`config.mk`:
```
export PLATFORM = sky130hd
export DESIGN_NAME = uart_rx_framer
export DESIGN_NICKNAME = d
export VERILOG_FILES = /design/src/rtl/uart_rx_framer.sv
export SDC_FILE = /design/constraint.sdc
export NUM_CORES = 1
export LEC_CHECK = 0
export ABC_AREA = 1
export BUFFER_PORTS_ARGS = -buffer_cell sky130_fd_sc_hd__buf_2
export CAP_MARGIN = 20
export CORE_UTILIZATION = 58
export CTS_CLUSTER_SIZE = 30
export DETAILED_ROUTE_END_ITERATION = 8
export MAX_ROUTING_LAYER = met4
export PLACE_DENSITY = 0.78
export SKIP_LAST_GASP = 1
export SYNTH_ARGS = -nofsm -noshare
export SYNTH_HDL_FRONTEND = slang
export SYNTH_SLANG_ARGS = --single-unit
export TNS_END_PERCENT = 100
```
`constraint.sdc`:
```
create_clock -name clk -period 5.8 [get_ports clk]
set_input_delay 0.58 -clock clk [delete_from_list [all_inputs] [get_ports clk]]
set_output_delay 0.58 -clock clk [all_outputs]
set_load 0.01 [all_outputs]
```
`src/rtl/uart_rx_framer.sv`:
```
// Purpose: synchronise the rx pin, detect start bits, majority-vote each bit at mid-period and assemble 8-bit frames with optional parity.
// Latency: result pulses appear 1 clk after the stop-bit decision point; the start edge is seen SYNC_STAGES+1 clk after the wire edge.
// Backpressure: none; the downstream FIFO must accept every dataAvailable pulse.
module uart_rx_framer #(
   parameter int CLOCK_SCALE_BITS = 16,
   parameter int SYNC_STAGES      = 2
) (
   input  logic                        clk,
   input  logic                        rst,
   input  logic [CLOCK_SCALE_BITS-1:0] cyclesPerBit,
   input  logic [1:0]                  parityMode,
   input  logic                        rx,
   output logic [7:0]                  dataOut,
   output logic                        dataAvailable,
   output logic                        parityError,
   output logic                        framingError,
   output logic                        breakDetect,
   output logic                        busy
);

   typedef enum logic [2:0] {
      IDLE,
      START,
      DATA,
      PARITY,
      STOP,
      WAIT_IDLE
   } rxStateT;

   localparam logic [CLOCK_SCALE_BITS-1:0] ONE = CLOCK_SCALE_BITS'(1);

   rxStateT                     rxState, rxStateNext;
   logic [SYNC_STAGES-1:0]      syncQ;
   logic                        rxs;
   logic                        rxsPrev;
   logic [CLOCK_SCALE_BITS-1:0] cnt, cntNext;
   logic [2:0]                  bitIdx, bitIdxNext;
   logic [7:0]                  shiftReg, shiftNext;
   logic                        samp0, samp0Next;
   logic                        samp1, samp1Next;
   logic                        parFlag, parFlagNext;
   logic [7:0]                  dataOutNext;
   logic                        dataAvailNext, parityErrNext, framingNext, breakNext;

   logic [CLOCK_SCALE_BITS-1:0] half, halfM1, halfP1;
   logic                        wrap, decide, majority, startFall, parityOn, oddMode;

   assign rxs       = syncQ[SYNC_STAGES-1];
   assign startFall = rxsPrev & ~rxs;
   assign half      = cyclesPerBit >> 1;
   assign halfM1    = half - ONE;
   assign halfP1    = half + ONE;
   // >= rather than == so a cyclesPerBit change mid-frame can never let the counter run away
   assign wrap      = (cnt >= cyclesPerBit);
   assign decide    = (cnt == halfP1);
   // Third sample is the live synchronised value at the decision cycle
   assign majority  = (samp0 & samp1) | (samp0 & rxs) | (samp1 & rxs);
   assign parityOn  = (parityMode == 2'b01) || (parityMode == 2'b10);
   assign oddMode   = (parityMode == 2'b10);
   assign busy      = (rxState != IDLE);

   // Input synchroniser plus one-cycle history for start-edge detection; resets to the idle (high) level
   always_ff @(posedge clk or negedge rst) begin
      if (!rst) begin
         syncQ   <= '1;
         rxsPrev <= 1'b1;
      end else begin
         syncQ   <= {syncQ[SYNC_STAGES-2:0], rx};
         rxsPrev <= rxs;
      end
   end

   // Next-state, bit-timing and frame-assembly decisions
   always_comb begin
      rxStateNext   = rxState;
      cntNext       = cnt;
      bitIdxNext    = bitIdx;
      shiftNext     = shiftReg;
      samp0Next     = samp0;
      samp1Next     = samp1;
      parFlagNext   = parFlag;
      dataOutNext   = dataOut;
      dataAvailNext = 1'b0;
      parityErrNext = 1'b0;
      framingNext   = 1'b0;
      breakNext     = 1'b0;

      if (cnt == halfM1) samp0Next = rxs;
      if (cnt == half)   samp1Next = rxs;

      case (rxState)
         IDLE: begin
            cntNext    = '0;
            bitIdxNext = '0;
            if (startFall) rxStateNext = START;
         end
         START: begin
            cntNext = wrap ? '0 : cnt + ONE;
            if (decide && majority) begin
               // Start bit did not survive the vote: treat it as line noise
               rxStateNext = IDLE;
               cntNext     = '0;
            end else if (wrap) begin
               rxStateNext = DATA;
               bitIdxNext  = '0;
               parFlagNext = 1'b0;
            end
         end
         DATA: begin
            cntNext = wrap ? '0 : cnt + ONE;
            // Shift in at the MSB so the first wire bit lands at bit 0 after eight bits
            if (decide) shiftNext = {majority, shiftReg[7:1]};
            if (wrap) begin
               bitIdxNext = bitIdx + 3'd1;
               if (bitIdx == 3'd7) rxStateNext = parityOn ? PARITY : STOP;
            end
         end
         PARITY: begin
            cntNext = wrap ? '0 : cnt + ONE;
            if (decide) parFlagNext = (^shiftReg) ^ majority ^ oddMode;
            if (wrap) rxStateNext = STOP;
         end
         STOP: begin
            cntNext = wrap ? '0 : cnt + ONE;
            // Act at the decision point, not at wrap, so a back-to-back start edge is not missed
            if (decide) begin
               cntNext = '0;
               if (majority) begin
                  dataOutNext   = shiftReg;
                  dataAvailNext = 1'b1;
                  parityErrNext = parFlag;
                  rxStateNext   = IDLE;
               end else if (|shiftReg) begin
                  framingNext = 1'b1;
                  rxStateNext = WAIT_IDLE;
               end else begin
                  breakNext   = 1'b1;
                  rxStateNext = WAIT_IDLE;
               end
            end
         end
         WAIT_IDLE: begin
            cntNext = '0;
            if (rxs) rxStateNext = IDLE;
         end
         default: begin
            rxStateNext = IDLE;
            cntNext     = '0;
         end
      endcase
   end

   // State and datapath registers; registering the pulses gives the one-cycle decision-to-output latency
   always_ff @(posedge clk or negedge rst) begin
      if (!rst) begin
         rxState       <= IDLE;
         cnt           <= '0;
         bitIdx        <= '0;
         shiftReg      <= '0;
         samp0         <= 1'b1;
         samp1         <= 1'b1;
         parFlag       <= 1'b0;
         dataOut       <= '0;
         dataAvailable <= 1'b0;
         parityError   <= 1'b0;
         framingError  <= 1'b0;
         breakDetect   <= 1'b0;
      end else begin
         rxState       <= rxStateNext;
         cnt           <= cntNext;
         bitIdx        <= bitIdxNext;
         shiftReg      <= shiftNext;
         samp0         <= samp0Next;
         samp1         <= samp1Next;
         parFlag       <= parFlagNext;
         dataOut       <= dataOutNext;
         dataAvailable <= dataAvailNext;
         parityError   <= parityErrNext;
         framingError  <= framingNext;
         breakDetect   <= breakNext;
      end
   end

endmodule

```
==> flow_summary.toml, run 1 <==
[floorplan]
initial_core_util_pct = 60.0
ios = 34
die_h_microns = 85.8
fp.coreArea_sq_mm = 0.00679
die_x_microns = 85.8
dieArea_sq_mm = 0.00737
fp-row-count = 30

[clock_network]
clockBufferDepth = 2
cts.sinks = 48
postCtsHoldBufs = 0
cts_tree = "yes"
htreeDepth = 2
cts_root_buf = "clkbuf_8"
clk_pin_slew_ps = 100
clock_latency_ps = 310
post_cts_buffers = 0
ctsResizeCount = 0
numCtsBuffers = 5

[place]
gp_congestion = 0.993
dp_hpwl_microns = 8110
port_buffers = 33
pre_cts_ws_ps = 3050

[cells_and_area]
layout_commonest_cell = "nand2_1"
diodes = 0
drive_gt1_share_pct = 12.5
syn_to_final_growth_pct = 7.98
final_cell_mix = "167 x nand2_1, 87 x inv_1, 73 x nor2_1"
layout.nets = 684

[route]
vias = 3926
first_pass_iters = 6
viasPerCell = 5.35
drt_iter0_drc = 285
routed_wl_microns = 10100
antenna_left = 0
drc_errors = 0
post_drt_wl_per_cell_microns = 13.8

[grt]
grt_use_total_pct = 30.2
grt_pass1_vias = 3686
grt_overflow = 0
antenna_found_initial = 0
grt_max_degree = 49
grt_pass1_wl_microns = 17100

[power]
p_per_area_mw_per_mm2 = 217
cellLeakagePower_uw = 0.00228
vdd_drop_max_uv = 140

[timing]
fin_skew_ps = 12.5
fin_crit_sh_pct = 42.5
slew-limit-headroom_pct = 59.2
worst_slew_pin_slew_ps = 611
rsz0062_at_grt = "no"
holdWs_ps = 360
tns_ps = 0
fmax_mhz = 406
layout_setup_ws_ps = 3340
hold_violations = 0
setup_viol = 0
fin_crit_ps = 2460
final-max-slew-violation-count = 0

[run]
cap_violations = 0

[critical_path]
r2r_slack_ps = 3600
critPathMaxFanout = 16
required_ps = 5980
r2r-end = "cnt[2]$_DFF_PN0_"
cp.arrival_ps = 2640
crit_type = "in2reg"
end_kind = "flop"
r2r-start = "cnt[15]$_DFF_PN0_"
cp-start-kind = "input port"
r2r_cells = 8

[logic_synthesis]
synth_area_per_cell_sq_um = 6.75
syn_inst = 604
synth_fp_nets = 651
netlist_area_sq_mm = 0.00408
ys_warn_count = 0
synth-seq-cells = 48
yosysSeqAreaShare_pct = 29.6
yosysUniqueCellTypes = 37

[min_path]
hp-class = "in2async"

[run_status]
outcome = "complete, no violations"
[worst max-delay path by stage]
stage / start / end / slack [ps] / cells past startpoint
2_1_floorplan: cyclesPerBit[1] / dataOut[2]$_DFFE_PN0P_ / 3460 / 14
3_3_place_gp: cyclesPerBit[1] / parityError$_DFF_PN0_ / 3090 / 12
3_5_place_dp: cyclesPerBit[1] / shiftReg[4]$_DFFE_PN0P_ / 3050 / 11
4_1_cts: cyclesPerBit[1] / shiftReg[4]$_DFFE_PN0P_ / 3380 / 11
5_1_grt: cyclesPerBit[1] / cnt[12]$_DFF_PN0_ / 3080 / 13
6_report: cyclesPerBit[1] / shiftReg[4]$_DFFE_PN0P_ / 3340 / 11
[logic make-up (layout without fill, tap and decap cells)]
group	Yosys count	count (layout)	share of synthesized area, %
simple gates	348	348	38.0
buf+inv	97	131	9.76
compound gates	57	57	8.41
flops	48	48	29.6
xor+xnor	28	28	6.20
fa+ha+maj	26	26	7.98
[area by class of cell]
| class | count | area (sq um) |
|---|---|---|
| multi-input combinational | 459 | 2470 |
| fill | 641 | 2390 |
| inverter | 89 | 334 |
| clock inverter | 2 | 13.8 |
| timing repair buffer | 34 | 173 |
| sequential | 48 | 1210 |
| tap | 96 | 120 |
| clock buffer | 6 | 82.6 |
[power breakdown]
part           internal, uW  leakage [uW]  switching (uW)
Combinational           109       0.00163             241
Sequential              359      0.000605            32.2
Clock                  97.7     0.0000516             117
Total                   566       0.00228             390
[metrics by stage]
step	total power, uW	area [sq um]	instances	utilization [%]
after floorplan	654	4080	604	-
after global placement	738	4310	726	63.4
after detailed placement	742	4310	726	63.4
after CTS	959	4400	734	64.8
after global routing	1030	4400	734	64.8
final	956	4400	734	64.8
[registers in the layout (all words and copies together), names as in the netlist]
register,count
cnt,16
dataOut,8
shiftReg,8
bitIdx,3
rxState,3
syncQ,2
breakDetect,1
dataAvailable,1
framingError,1
parFlag,1
parityError,1
rxsPrev,1
samp0,1
samp1,1
[critical path: stages]
cell     delay (ps)
buf_2           190
inv_1           130
ha_1            320
xnor2_1         200
inv_1            80
nor2_1          150
nand4_1         130
nor2_1          260
nand3_1         180
nor2_4          280
o21ai_0         150
[synthesized netlist by cell type, drive strengths merged]
cell / instances / area (sq um)
o211ai: 2 / 15.0
inv: 89 / 334
a31oi: 1 / 6.26
dfstp: 5 / 131
nor4: 3 / 18.8
o21a: 1 / 7.51
ha: 26 / 325
o21ai: 33 / 195
nand3b: 1 / 7.51
xor2: 19 / 174
nand4: 24 / 156
o31ai: 1 / 7.51
clkbuf: 1 / 3.75
o2111ai: 3 / 26.3
xnor2: 9 / 78.8
nor2: 82 / 345
nor3: 14 / 80.1
buf: 7 / 60.1
nand3: 49 / 260
nand2: 172 / 663
a211oi: 2 / 15.0
or2: 2 / 12.5
dfrtp: 43 / 1080
and3: 1 / 6.26
a21oi: 14 / 70.1
[routing by layer]
layer / vias to the layer above / wire (microns) / global-route usage [%] / share of wire, %
li1: 2019 / - / - / -
met1: 1791 / 4900 / 41.4 / 48
met2: 95 / 4550 / 47.0 / 45
met3: 21 / 466 / 4.72 / 4.6
met4: 0 / 206 / 7.27 / 2.0
met5: - / 0 / - / 0
No activity file was read; power rests on OpenSTA's default activity.
==> inputs of run 2 (changes only) <==
Clock period 5.8 ns to 2.5 ns, I/O delays scaled along.
==> flow_summary.toml, run 2 (synthesis results as in run 1) <==
[run_status]
outcome = "complete, no violations"

[place]
gp_congestion = 0.983
dpl_cell_area_sq_mm = 0.00433
port_buffers = 33
pre_cts_ws_ps = 109
dp_hpwl_microns = 8100

[timing]
layout_setup_ws_ps = 276
fin_skew_ps = 10.0
fmax_mhz = 450
final-max-slew-violation-count = 0
rsz0062_at_grt = "no"
hold_violations = 0
tns_ps = 0
fin_crit_sh_pct = 89.0
worst_slew_pin_slew_ps = 514
setup_viol = 0
fin_crit_ps = 2220
slew-limit-headroom_pct = 65.4

[grt]
grt_overflow = 0
grt_max_degree = 45
grt_pass1_vias = 3682
antenna_found_initial = 0
grt_use_total_pct = 30.2
grt_pass1_wl_microns = 16900

[critical_path]
cp.arrival_ps = 2410
required_ps = 2690
crit_type = "reg2reg"
critPathMaxFanout = 15
r2r_slack_ps = 280
cp-start-kind = "flop"
end_kind = "flop"
r2r_cells = 13

[clock_network]
htreeDepth = 2
numCtsBuffers = 5
cts_root_buf = "clkbuf_8"
clk_pin_slew_ps = 100
cts_tree = "yes"
cts.sinks = 48
clockBufferDepth = 2
clock_latency_ps = 310

[cells_and_area]
reg_top3 = "cnt x16, dataOut x8, shiftReg x8"
regMostFlops = "cnt"
layout.nets = 689
design_area_sq_mm = 0.00445
drive_gt1_share_pct = 13.1
final_cell_mix = "167 x nand2_1, 87 x inv_1, 73 x nor2_1"
layout_commonest_cell = "nand2_1"
utilization_pct = 65.6
diodes = 0
syn_to_final_growth_pct = 9.27
largest_register_ffs = 16

[floorplan]
fp-row-count = 30
die_x_microns = 85.8
fp.coreArea_sq_mm = 0.00679
die_h_microns = 85.8
dieArea_sq_mm = 0.00737
initial_core_util_pct = 60.0
ios = 34

[power]
p_comb_share_pct = 37.1
vdd_drop_max_uv = 340
power.share.clock_pct = 22.8
p_sw_share_pct = 41.2
cellLeakagePower_uw = 0.00231
switching_power_uw = 932
power_frac_seq_pct = 40.1
p_int_uw = 1330
p_per_area_mw_per_mm2 = 507

[route]
antenna_left = 0
drt_iter0_drc = 313
viasPerCell = 5.40
first_pass_iters = 5
vias = 3993
routed_wl_microns = 10100
drc_errors = 0
post_drt_wl_per_cell_microns = 13.7

[min_path]
hold_depth = 1
hp-class = "in2reg"

[run]
cap_violations = 0
[run 2: worst paths after layout]
kind	startpoint	endpoint
worst max register to register	cnt[3]$_DFF_PN0_	cnt[2]$_DFF_PN0_
worst min-delay path	rx	syncQ[0]$_DFF_PN1_
min in group asynchronous	rst	cnt[15]$_DFF_PN0_
worst min register to register	syncQ[0]$_DFF_PN1_	syncQ[1]$_DFF_PN1_
worst max-delay path	cnt[3]$_DFF_PN0_	cnt[2]$_DFF_PN0_
max in group asynchronous	rst	samp0$_DFFE_PN1N_
[run 2: worst max-delay path, cell delays in order, from the launching register on]
cell and delay, ps:
dfrtp_1 530, inv_1 170, nand2_1 110, nand2_1 110, nand2_1 120, nand3_1 70
nor2_1 110, nand3_1 80, nor2_1 120, nand4_1 110, nand2_1 130, nand3_2 120
nand2_2 250, nor2_1 80
[run 2: metal layers]
metal / wire [microns] / vias to the layer above / track usage (%)
met5: 0 / - / -
met4: 221 / 0 / 9.39
met3: 685 / 22 / 5.39
met2: 4460 / 153 / 45.5
met1: 4770 / 1795 / 41.4
li1: - / 2023 / -
[run 2: area by class of cell]
class                           instances  area (sq um)
Fill cell                             632          2340
Inverter                               89           334
Clock inverter                          2          13.8
Tap cell                               96           120
Timing Repair Buffer                   39           225
Clock buffer                            6          82.6
Multi-Input combinational cell        459          2470
Sequential cell                        48          1210
[run 2: power groups by stage]
stage | registers [uW] | logic (uW) | clock network [uW]
floorplan | 888 | 630 | 0
global placement | 915 | 810 | 0
CTS | 904 | 823 | 522
finish | 906 | 839 | 515
global route | 913 | 959 | 553
detailed placement | 919 | 818 | 0
[run 2: timing repair]
item	in CTS	in global routing
hold buffers	0	1
setup buffers	0	0
endpoints found under the setup margin	0	0
endpoints found under the hold margin	0	13
gates resized for setup	0	0
[run 2: per-stage QoR]
step / hold slack (ps) / power [uW] / cells
final: 23.2 / 2260 / 739
after global routing: 20.1 / 2430 / 739
after CTS: 25.7 / 2250 / 737
after detailed placement: 354 / 1740 / 729
after global placement: 351 / 1730 / 729
after floorplan: -45.6 / 1520 / 604
